[src/rtl/ppc_pkg.sv]
// Shared types and helpers for the ping-pong counter input conditioner.
package ppc_pkg;

   typedef enum logic {
      ST_IDLE    = 1'b0,
      ST_PENDING = 1'b1
   } flip_state_e;

   // Counter width for a divider that counts 0..n-1; never narrower than one bit.
   function automatic int cnt_width(input int n);
      return (n <= 2) ? 1 : $clog2(n);
   endfunction

endpackage

[src/rtl/ppc_input_conditioner_debounce.sv]
// Button synchronizer, sampled debouncer and rising-edge one-pulse.
module debounce_onepulse
   import ppc_pkg::*;
#(
   parameter int DB_DIV = 100_000,
   parameter int DB_LEN = 4
) (
   input  logic i_clk,
   input  logic i_rst,
   input  logic i_btn,
   output logic o_press
);

   logic [1:0]        r_sync;
   logic [DB_LEN-1:0] r_shift;
   logic              r_db_hold;
   logic              w_samp;
   logic              w_db;

   always_ff @(posedge i_clk) begin
      if (i_rst) begin
         r_sync <= '0;
      end else begin
         r_sync <= {r_sync[0], i_btn};
      end
   end

   generate
      if (DB_DIV == 1) begin : g_samp_every
         assign w_samp = 1'b1;
      end else begin : g_samp_div
         localparam int LP_W = cnt_width(DB_DIV);
         localparam logic [LP_W-1:0] LP_MAX = LP_W'(DB_DIV - 1);
         logic [LP_W-1:0] r_cnt;

         always_ff @(posedge i_clk) begin
            if (i_rst) begin
               r_cnt <= '0;
            end else if (r_cnt == LP_MAX) begin
               r_cnt <= '0;
            end else begin
               r_cnt <= r_cnt + LP_W'(1);
            end
         end

         assign w_samp = (r_cnt == LP_MAX);
      end
   endgenerate

   always_ff @(posedge i_clk) begin
      if (i_rst) begin
         r_shift   <= '0;
         r_db_hold <= 1'b0;
      end else begin
         if (w_samp) begin
            r_shift <= {r_shift[DB_LEN-2:0], r_sync[1]};
         end
         r_db_hold <= w_db;
      end
   end

   // Level flips only on a unanimous window; mixed windows keep the last level.
   assign w_db    = (&r_shift) | (r_db_hold & (|r_shift));
   assign o_press = w_db & ~r_db_hold;

endmodule

[src/rtl/ppc_input_conditioner.sv]
// Run-switch synchronizer, step divider and tick-aligned flip request FSM.
module ppc_input_conditioner
   import ppc_pkg::*;
#(
   parameter int TICK_DIV = 25_000_000,
   parameter int DB_DIV   = 100_000,
   parameter int DB_LEN   = 4
) (
   input  logic clk,
   input  logic rst,
   input  logic btn_flip,
   input  logic sw_run,
   output logic run,
   output logic enable_out,
   output logic flip_out,
   output logic flip_pending
);

   localparam int LP_TW = cnt_width(TICK_DIV);
   localparam logic [LP_TW-1:0] LP_TMAX = LP_TW'(TICK_DIV - 1);

   logic [1:0]       r_run_sync;
   logic [LP_TW-1:0] r_tcnt;
   logic             r_tick;
   logic             r_flip;
   flip_state_e      r_state;
   flip_state_e      w_state_next;
   logic             w_press;
   logic             w_tick_set;
   logic             w_flip_next;

   debounce_onepulse #(
      .DB_DIV (DB_DIV),
      .DB_LEN (DB_LEN)
   ) u_debounce (
      .i_clk   (clk),
      .i_rst   (rst),
      .i_btn   (btn_flip),
      .o_press (w_press)
   );

   assign w_tick_set = r_run_sync[1] && (r_tcnt == LP_TMAX);

   always_ff @(posedge clk) begin
      if (rst) begin
         r_run_sync <= '0;
         r_tcnt     <= '0;
         r_tick     <= 1'b0;
         r_flip     <= 1'b0;
      end else begin
         r_run_sync <= {r_run_sync[0], sw_run};
         if (!r_run_sync[1] || w_tick_set) begin
            r_tcnt <= '0;
         end else begin
            r_tcnt <= r_tcnt + LP_TW'(1);
         end
         r_tick <= w_tick_set;
         r_flip <= w_flip_next;
      end
   end

   always_ff @(posedge clk) begin
      if (rst) begin
         r_state <= ST_IDLE;
      end else begin
         r_state <= w_state_next;
      end
   end

   // A press landing on the tick-setting cycle rides that tick directly.
   always_comb begin
      w_state_next = r_state;
      w_flip_next  = 1'b0;
      case (r_state)
         ST_IDLE: begin
            if (w_press) begin
               if (w_tick_set) begin
                  w_flip_next = 1'b1;
               end else begin
                  w_state_next = ST_PENDING;
               end
            end
         end
         ST_PENDING: begin
            if (w_tick_set) begin
               w_flip_next  = 1'b1;
               w_state_next = ST_IDLE;
            end
         end
         default: begin
            w_state_next = ST_IDLE;
         end
      endcase
   end

   assign run          = r_run_sync[1];
   assign enable_out   = r_tick;
   assign flip_out     = r_flip;
   assign flip_pending = (r_state == ST_PENDING);

endmodule

[config.mk]
export PLATFORM = sky130hd
export DESIGN_NAME = ppc_input_conditioner
export DESIGN_NICKNAME = d
export VERILOG_FILES = /design/src/rtl/ppc_pkg.sv /design/src/rtl/ppc_input_conditioner_debounce.sv /design/src/rtl/ppc_input_conditioner.sv
export SDC_FILE = /design/constraint.sdc
export NUM_CORES = 1
export LEC_CHECK = 0
export BUFFER_PORTS_ARGS = -buffer_cell sky130_fd_sc_hd__buf_2
export CAP_MARGIN = 20
export CORE_ASPECT_RATIO = 1.5
export CORE_MARGIN = 10
export CORE_UTILIZATION = 40
export DETAILED_ROUTE_END_ITERATION = 7
export HOLD_SLACK_MARGIN = 0.08
export PLACE_DENSITY = 0.55
export SETUP_SLACK_MARGIN = 0.15
export SYNTH_ARGS = -nofsm -noshare
export SYNTH_HDL_FRONTEND = slang
export SYNTH_HIERARCHICAL = 1
export SYNTH_SLANG_ARGS = --single-unit
[constraint.sdc]
create_clock -name clk -period 2.89 [get_ports clk]
set_clock_uncertainty 0.2 [all_clocks]
set_input_delay 0 -clock clk [delete_from_list [all_inputs] [get_ports clk]]
set_output_delay 0 -clock clk [all_outputs]
set_load 0.005 [all_outputs]
==> flow_metrics.py, run 1 <==
metrics = {
    "placement": {
        "port-buffer-count": 7,
        "dp_hpwl_um": 3300,
        "placed_area_um2": 2510,
        "finalWeightedCongestion": 0.788,
    },
    "routing": {
        "viasPerCell": 5.13,
        "drc": 0,
        "firstDrtPassIters": 4,
        "drt_iter0_drc": 78,
        "drt_wl_total_um": 4430,
        "wire_per_inst_um": 12.6,
        "final_antenna_net_count": 0,
        "vias": 1802,
    },
    "synthesis": {
        "synth.area.top_cells": "dfxtp_1, xnor2_1, nor2_1",
        "yosysWarnings": 6,
        "synthCells": 262,
        "yosysSeqAreaShare_pct": 45.3,
        "synthAdderAreaFrac_pct": 1.05,
        "synth.top_cell.area_share_pct": 45.3,
        "synth_top_family_by_area": "simple AND/OR/NAND/NOR gates",
        "syn_avg_cell_area_um2": 9.10,
        "syn_area_um2": 2380,
        "synth_mux_area_share_pct": 1.68,
        "synth-seq-cells": 54,
        "synth_xor_area_share_pct": 10.7,
        "synth_compound_gate_area_share_pct": 7.56,
        "yosys.area_share.simple_pct": 31.2,
        "yosysTopAreaCell": "dfxtp_1",
        "syn_nets": 268,
        "yosysUniqueCellTypes": 38,
    },
    "sta": {
        "fmax_ghz": 0.445,
        "rsz0062_at_grt": "false",
        "maxSlewViolCount": 0,
        "setup-tns-final_ps": 0,
        "worst_pin_slew_ps": 452,
        "hold_viol": 0,
        "max_slew_margin_pct": 69.6,
        "fin_crit_ps": 2250,
        "period_share_pct": 77.8,
        "setup_viol": 0,
    },
    "power": {
        "swShare_pct": 21.6,
        "power.share.clock_pct": 36.0,
        "p_comb_share_pct": 2.5,
        "power-per-cell-area_nw_per_um2": 462,
        "peakVddDrop_uv": 256,
        "leakage_nw": 0.809,
        "p_switching_mw": 0.265,
        "p_int_mw": 0.963,
        "seq_power_share_pct": 61.4,
    },
    "critical_path": {
        "worst_setup_path_start_kind": "flop",
        "required_ps": 2890,
        "cp_max_fo": 11,
        "cp.arrival_ps": 2250,
        "critical_path_class": "flop to flop",
        "end_kind": "flop",
    },
    "global_route": {
        "grt-ovfl-total": 0,
        "grt_pass1_wl_um": 7780,
        "antenna_found_initial": 0,
        "grt_max_degree": 22,
        "first_global_vias": 1687,
        "track_usage_pct": 9.58,
    },
    "cts": {
        "cts_max_level": 2,
        "root_buffer": "clkbuf_8",
        "numCtsBuffers": 5,
        "cts_tree": "built",
        "cts_setup_buffers": 0,
        "cts_max_path_buffers": 2,
        "cts.sinks": 54,
        "ctsResizeCount": 0,
        "clock_latency_ps": 300,
        "clkTransAtPathRegs_ps": 90,
        "hold_buffers": 5,
    },
    "status": {
        "outcome": "completed",
    },
    "job": {
        "maxCapViolations": 0,
    },
    "floorplanning": {
        "coreArea_um2": 5790,
        "die_area_um2": 9510,
        "ios": 8,
        "die_h_um": 115,
        "die_x_um": 83.0,
        "placementRows": 34,
        "initial_utilization_pct": 41.2,
    },
    "min_path": {
        "hold_class": "flop to flop",
    },
    "cells_and_area": {
        "final_common_cell": "dfxtp_1",
        "final_cell_mix": "dfxtp_1, nor2_1, xnor2_1",
        "final_area_um2": 2660,
        "multiInputGateArea_um2": 1240,
        "syn_to_final_growth_pct": 11.5,
        "num_antenna_cells": 0,
        "fillers": 575,
        "fin_nets": 284,
        "drive_gt1_share_pct": 10.0,
        "seq_area_um2": 1080,
    },
}
-- per-stage QoR --
stage	instances	hold WS, ps	setup slack [ps]	power, mW	util [%]
2_1_floorplan	262	-131	809	0.788	-
3_3_place_gp	338	7.81	646	0.797	43.4
3_5_place_dp	338	17.6	641	0.798	43.4
4_1_cts	351	252	623	1.26	46.0
5_1_grt	351	266	514	1.29	46.0
6_report	351	247	640	1.23	46.0
-- critical path, cell delays in order, from the launching register on --
cell and delay, ps:
dfxtp_1 370, or3_1 380, or3_4 420, o41ai_4 440, buf_4 260, nor2_1 60
-- cells by family (layout without fill, tap and decap cells) --
| group | after synthesis | in the layout |
|---|---|---|
| AOI/OAI and AO/OA | 24 | 24 |
| buffers and inverters | 13 | 30 |
| adders and majority gates | 2 | 2 |
| and+or+nand+nor | 136 | 136 |
| DFF | 54 | 54 |
| xor gates and xnor gates | 29 | 29 |
| muxes | 4 | 4 |
-- final cells by class --
| class | instances | area share (%) |
|---|---|---|
| clock buffer | 6 | 3.11 |
| multi-input combinational | 195 | 46.7 |
| sequential | 54 | 40.7 |
| inverter | 7 | 0.988 |
| tap | 72 | 3.39 |
| timing repair buffer | 15 | 4.52 |
| clock inverter | 2 | 0.612 |
-- synth_stat cells --
master / number
a21oi_1: 9
and2_1: 1
and3_1: 3
and3b_1: 1
and4_1: 3
buf_2: 4
buf_6: 1
clkbuf_1: 1
dfxtp_1: 54
ha_1: 2
inv_1: 7
mux2i_1: 4
nand2_1: 22
nand2b_1: 2
nand3_1: 12
nand4_1: 9
nand4_4: 1
nand4bb_1: 1
nor2_1: 42
nor2b_1: 4
nor3_1: 8
nor3_2: 1
nor4_1: 8
nor4_4: 1
nor4b_1: 2
o21a_1: 2
o21ai_0: 2
o21ba_2: 1
o31ai_1: 8
o31ai_2: 1
o41ai_4: 1
or2_2: 1
or3_1: 4
or3_4: 1
or4_1: 7
or4_4: 2
xnor2_1: 24
xor2_1: 5
-- per-layer routing --
metal  track usage [%]  up-vias  wire length (µm)  share of wire [%]
li1                  -      954                 -                  -
met1              10.3      829              1910                 43
met2              17.4       12              2360                 53
met3              2.21        7                89                2.0
met4              4.10        0                76                1.7
met5                 0        -                 0                  0
-- power by group through the flow --
stage | combinational, mW | clock, mW | sequential, mW
2_1_floorplan | 0.0176 | 0 | 0.771
3_3_place_gp | 0.0260 | 0 | 0.771
3_5_place_dp | 0.0267 | 0 | 0.772
4_1_cts | 0.0319 | 0.476 | 0.754
5_1_grt | 0.0360 | 0.499 | 0.755
6_report | 0.0311 | 0.442 | 0.754
-- worst paths after layout --
| check | from | end | slack (ps) | cells past startpoint |
|---|---|---|---|---|
| max | u_debounce/g_samp_div.r_cnt[8] | u_debounce/g_samp_div.r_cnt[14] | 640 | 5 |
| min | u_debounce/r_sync[1] | u_debounce/r_shift[0] | 250 | 2 |
| max reg2reg | u_debounce/g_samp_div.r_cnt[8] | u_debounce/g_samp_div.r_cnt[14] | 640 | 5 |
| min reg2reg | u_debounce/r_sync[1] | u_debounce/r_shift[0] | 250 | 2 |
-- flip-flops by register name, summed over array words and instances (netlist names) --
signal and flops:
r_tcnt 25, u_debounce/r_shift 4, r_run_sync 2, flip_pending 1, flip_out 1, u_debounce/g_samp_div.r_cnt 17
enable_out 1, u_debounce/r_db_hold 1, u_debounce/r_sync 2
Note: power is estimated with default switching activity, not from simulation.
==> run 2, diff against run 1 <==
Settings changed: ABC_AREA from default to 1, PLACE_DENSITY 0.55 to 0.57.
Clock period 2.89 ns to 1.9 ns, I/O delays scaled along.
==> run 2 against run 1 <==
- sequential cell count is the same
- via count up 38%
- register-to-register slack worse by 430 ps
- hold slack lost 31 ps
- clock power is 52% higher
- total power rose by 53%
- die area grew 10%
- synthesized area increased by 13%
- non-clock buffer count is 1 higher
- cell area up 15%
- wire length up 41%
==> flow_metrics.py, run 2 <==
metrics = {
    "synthesis": {
        "netlist_top_cells_count": "nand2_1, nor2_1, dfxtp_1, inv_1",
        "synth_edf_count": 0,
        "yosysTopAreaCell": "dfxtp_1",
        "yosysSeqAreaShare_pct": 40.0,
        "yosysUniqueCellTypes": 27,
        "syn_avg_cell_area_um2": 6.74,
        "synth.top_cell.area_share_pct": 40.0,
        "syn_area_um2": 2700,
        "synthFlopType": "dfxtp_1",
        "synth.most_common_cell": "nand2_1",
        "syn_nets": 407,
        "synth.area.top_cells": "dfxtp_1, nand2_1, nor2_1",
        "synth-seq-cells": 54,
        "synthCells": 401,
        "synthArstFlopShare_pct": 0,
        "yosysWarnings": 6,
    },
    "critical_path": {
        "reg2regPathDepth": 5,
        "cp.arrival_ps": 1690,
        "required_ps": 1900,
        "end_kind": "flop",
        "critical_path_class": "flop to flop",
        "worst_setup_path_start_kind": "flop",
        "cp_max_fo": 6,
    },
    "placement": {
        "port-buffer-count": 7,
        "dp_hpwl_um": 4580,
        "dpl.cell_count": 484,
        "finalWeightedCongestion": 0.868,
    },
    "global_route": {
        "grt-ovfl-total": 0,
        "grt_busiest_layer": "met2",
        "grt_max_degree": 26,
        "antenna_found_initial": 0,
        "first_global_vias": 2474,
        "track_usage_pct": 12.3,
        "met3_usage_pct": 1.88,
        "grt_pass1_wl_um": 10800,
        "use_met1_pct": 12.4,
        "use_met2_pct": 23.5,
    },
    "cts": {
        "clkTransAtPathRegs_ps": 110,
        "cts_max_path_buffers": 2,
        "cts_tree": "built",
        "cts.sinks": 54,
        "numCtsBuffers": 5,
        "clock_latency_ps": 310,
        "cts_max_level": 2,
        "root_buffer": "clkbuf_8",
    },
    "floorplanning": {
        "die_h_um": 121,
        "die_x_um": 87.1,
        "placementRows": 36,
        "die_area_um2": 10500,
        "coreArea_um2": 6530,
        "initial_utilization_pct": 41.4,
        "ios": 8,
    },
    "cells_and_area": {
        "syn_to_final_growth_pct": 13.4,
        "final_cell_mix": "nand2_1, nor2_1, dfxtp_1",
        "drive_gt1_share_pct": 12.5,
        "num_antenna_cells": 0,
        "regMostFlops": "r_tcnt",
        "largest_reg_flops": 25,
        "finish.utilization_pct": 46.9,
        "fin_nets": 430,
        "top_regs": "r_tcnt x25, u_debounce/g_samp_div.r_cnt x17, u_debounce/r_shift x4",
        "fillers": 687,
        "fin_cells": 501,
        "final_common_cell": "nand2_1",
    },
    "sta": {
        "worst_pin_slew_ps": 560,
        "period_share_pct": 88.7,
        "setup-tns-final_ps": 0,
        "maxSlewViolCount": 0,
        "hold_viol": 0,
        "setup_viol": 0,
        "max_slew_margin_pct": 62.6,
        "rsz0062_at_grt": "false",
        "fin_crit_ps": 1690,
        "hold_slack_ps": 215,
        "fmax_ghz": 0.593,
    },
    "routing": {
        "drt_iter0_drc": 91,
        "firstDrtPassIters": 4,
        "wire_per_inst_um": 12.5,
        "final_antenna_net_count": 0,
        "drt_wl_total_um": 6240,
        "vias": 2488,
        "viasPerCell": 4.97,
        "drc": 0,
    },
    "min_path": {
        "hold_class": "flop to flop",
        "hold-path-cell-count": 2,
    },
    "power": {
        "finalPower_mw": 1.87,
        "swShare_pct": 23.3,
        "p_comb_share_pct": 2.8,
        "peakVddDrop_uv": 357,
        "power-per-cell-area_nw_per_um2": 612,
        "p_switching_mw": 0.437,
        "leakage_nw": 1.01,
        "p_int_mw": 1.44,
        "power.share.clock_pct": 35.9,
        "seq_power_share_pct": 61.3,
    },
    "job": {
        "maxCapViolations": 0,
    },
    "status": {
        "outcome": "completed",
    },
}
[run 2: path summary, 6_finish.rpt]
check / startpoint / end / slack (ps)
max: r_tcnt[20] / r_tcnt[16] / 210
max reg2reg: r_tcnt[20] / r_tcnt[16] / 210
min reg2reg: u_debounce/r_sync[0] / u_debounce/r_sync[1] / 220
min: u_debounce/r_sync[0] / u_debounce/r_sync[1] / 220
[run 2: logic make-up after synthesis]
| logic type | synth area share (%) |
|---|---|
| and+or+nand+nor | 39.6 |
| DFF | 40.0 |
| AOI/OAI and AO/OA | 6.53 |
| xor gates and xnor gates | 4.86 |
| buffers and inverters | 8.06 |
| adders and majority gates | 0.926 |
[run 2: what timing repair did]
action,CTS,global route
hold buffers,5,0
hold endpoints to repair,35,0
endpoints found under the setup margin,24,31
gates resized for setup,1,18
pin swaps,0,3
buffers inserted,0,1
gates cloned,0,3
[run 2: power groups by stage]
stage / logic (mW) / clock network (mW) / registers, mW
after floorplan: 0.0310 / 0 / 1.17
after global placement: 0.0387 / 0 / 1.17
after detailed placement: 0.0398 / 0 / 1.17
after CTS: 0.0485 / 0.708 / 1.15
after global routing: 0.0611 / 0.761 / 1.15
final: 0.0526 / 0.673 / 1.15
[run 2: area by class of cell]
type                       count  area [µm²]  area share [%]
multi-input combinational    300        1490            48.8
sequential                    54        1090            35.4
inverter                      47         176            5.76
timing repair buffer          16         115            3.76
tap                           76        95.1            3.10
clock buffer                   5        68.8            2.25
clock inverter                 3        28.8           0.939
[run 2: routing by layer]
layer	vias to the layer above	share of wire, %
li1	1301	-
met3	20	2.1
met2	35	56
met5	-	0
met4	0	3.9
met1	1132	38
[run 2: through the flow]
stage	cell area, µm²	setup WS [ps]
after floorplan	2700	264
after global placement	2810	188
after detailed placement	2810	131
after CTS	2970	172
after global routing	3060	155
final	3060	214
[run 2: worst max-delay path, stage by stage (launching register included)]
cell and delay, ps:
dfxtp_1 410, nand2_1 160, nor3_1 350, nand3_4 230, nand2_4 180, a21oi_1 50
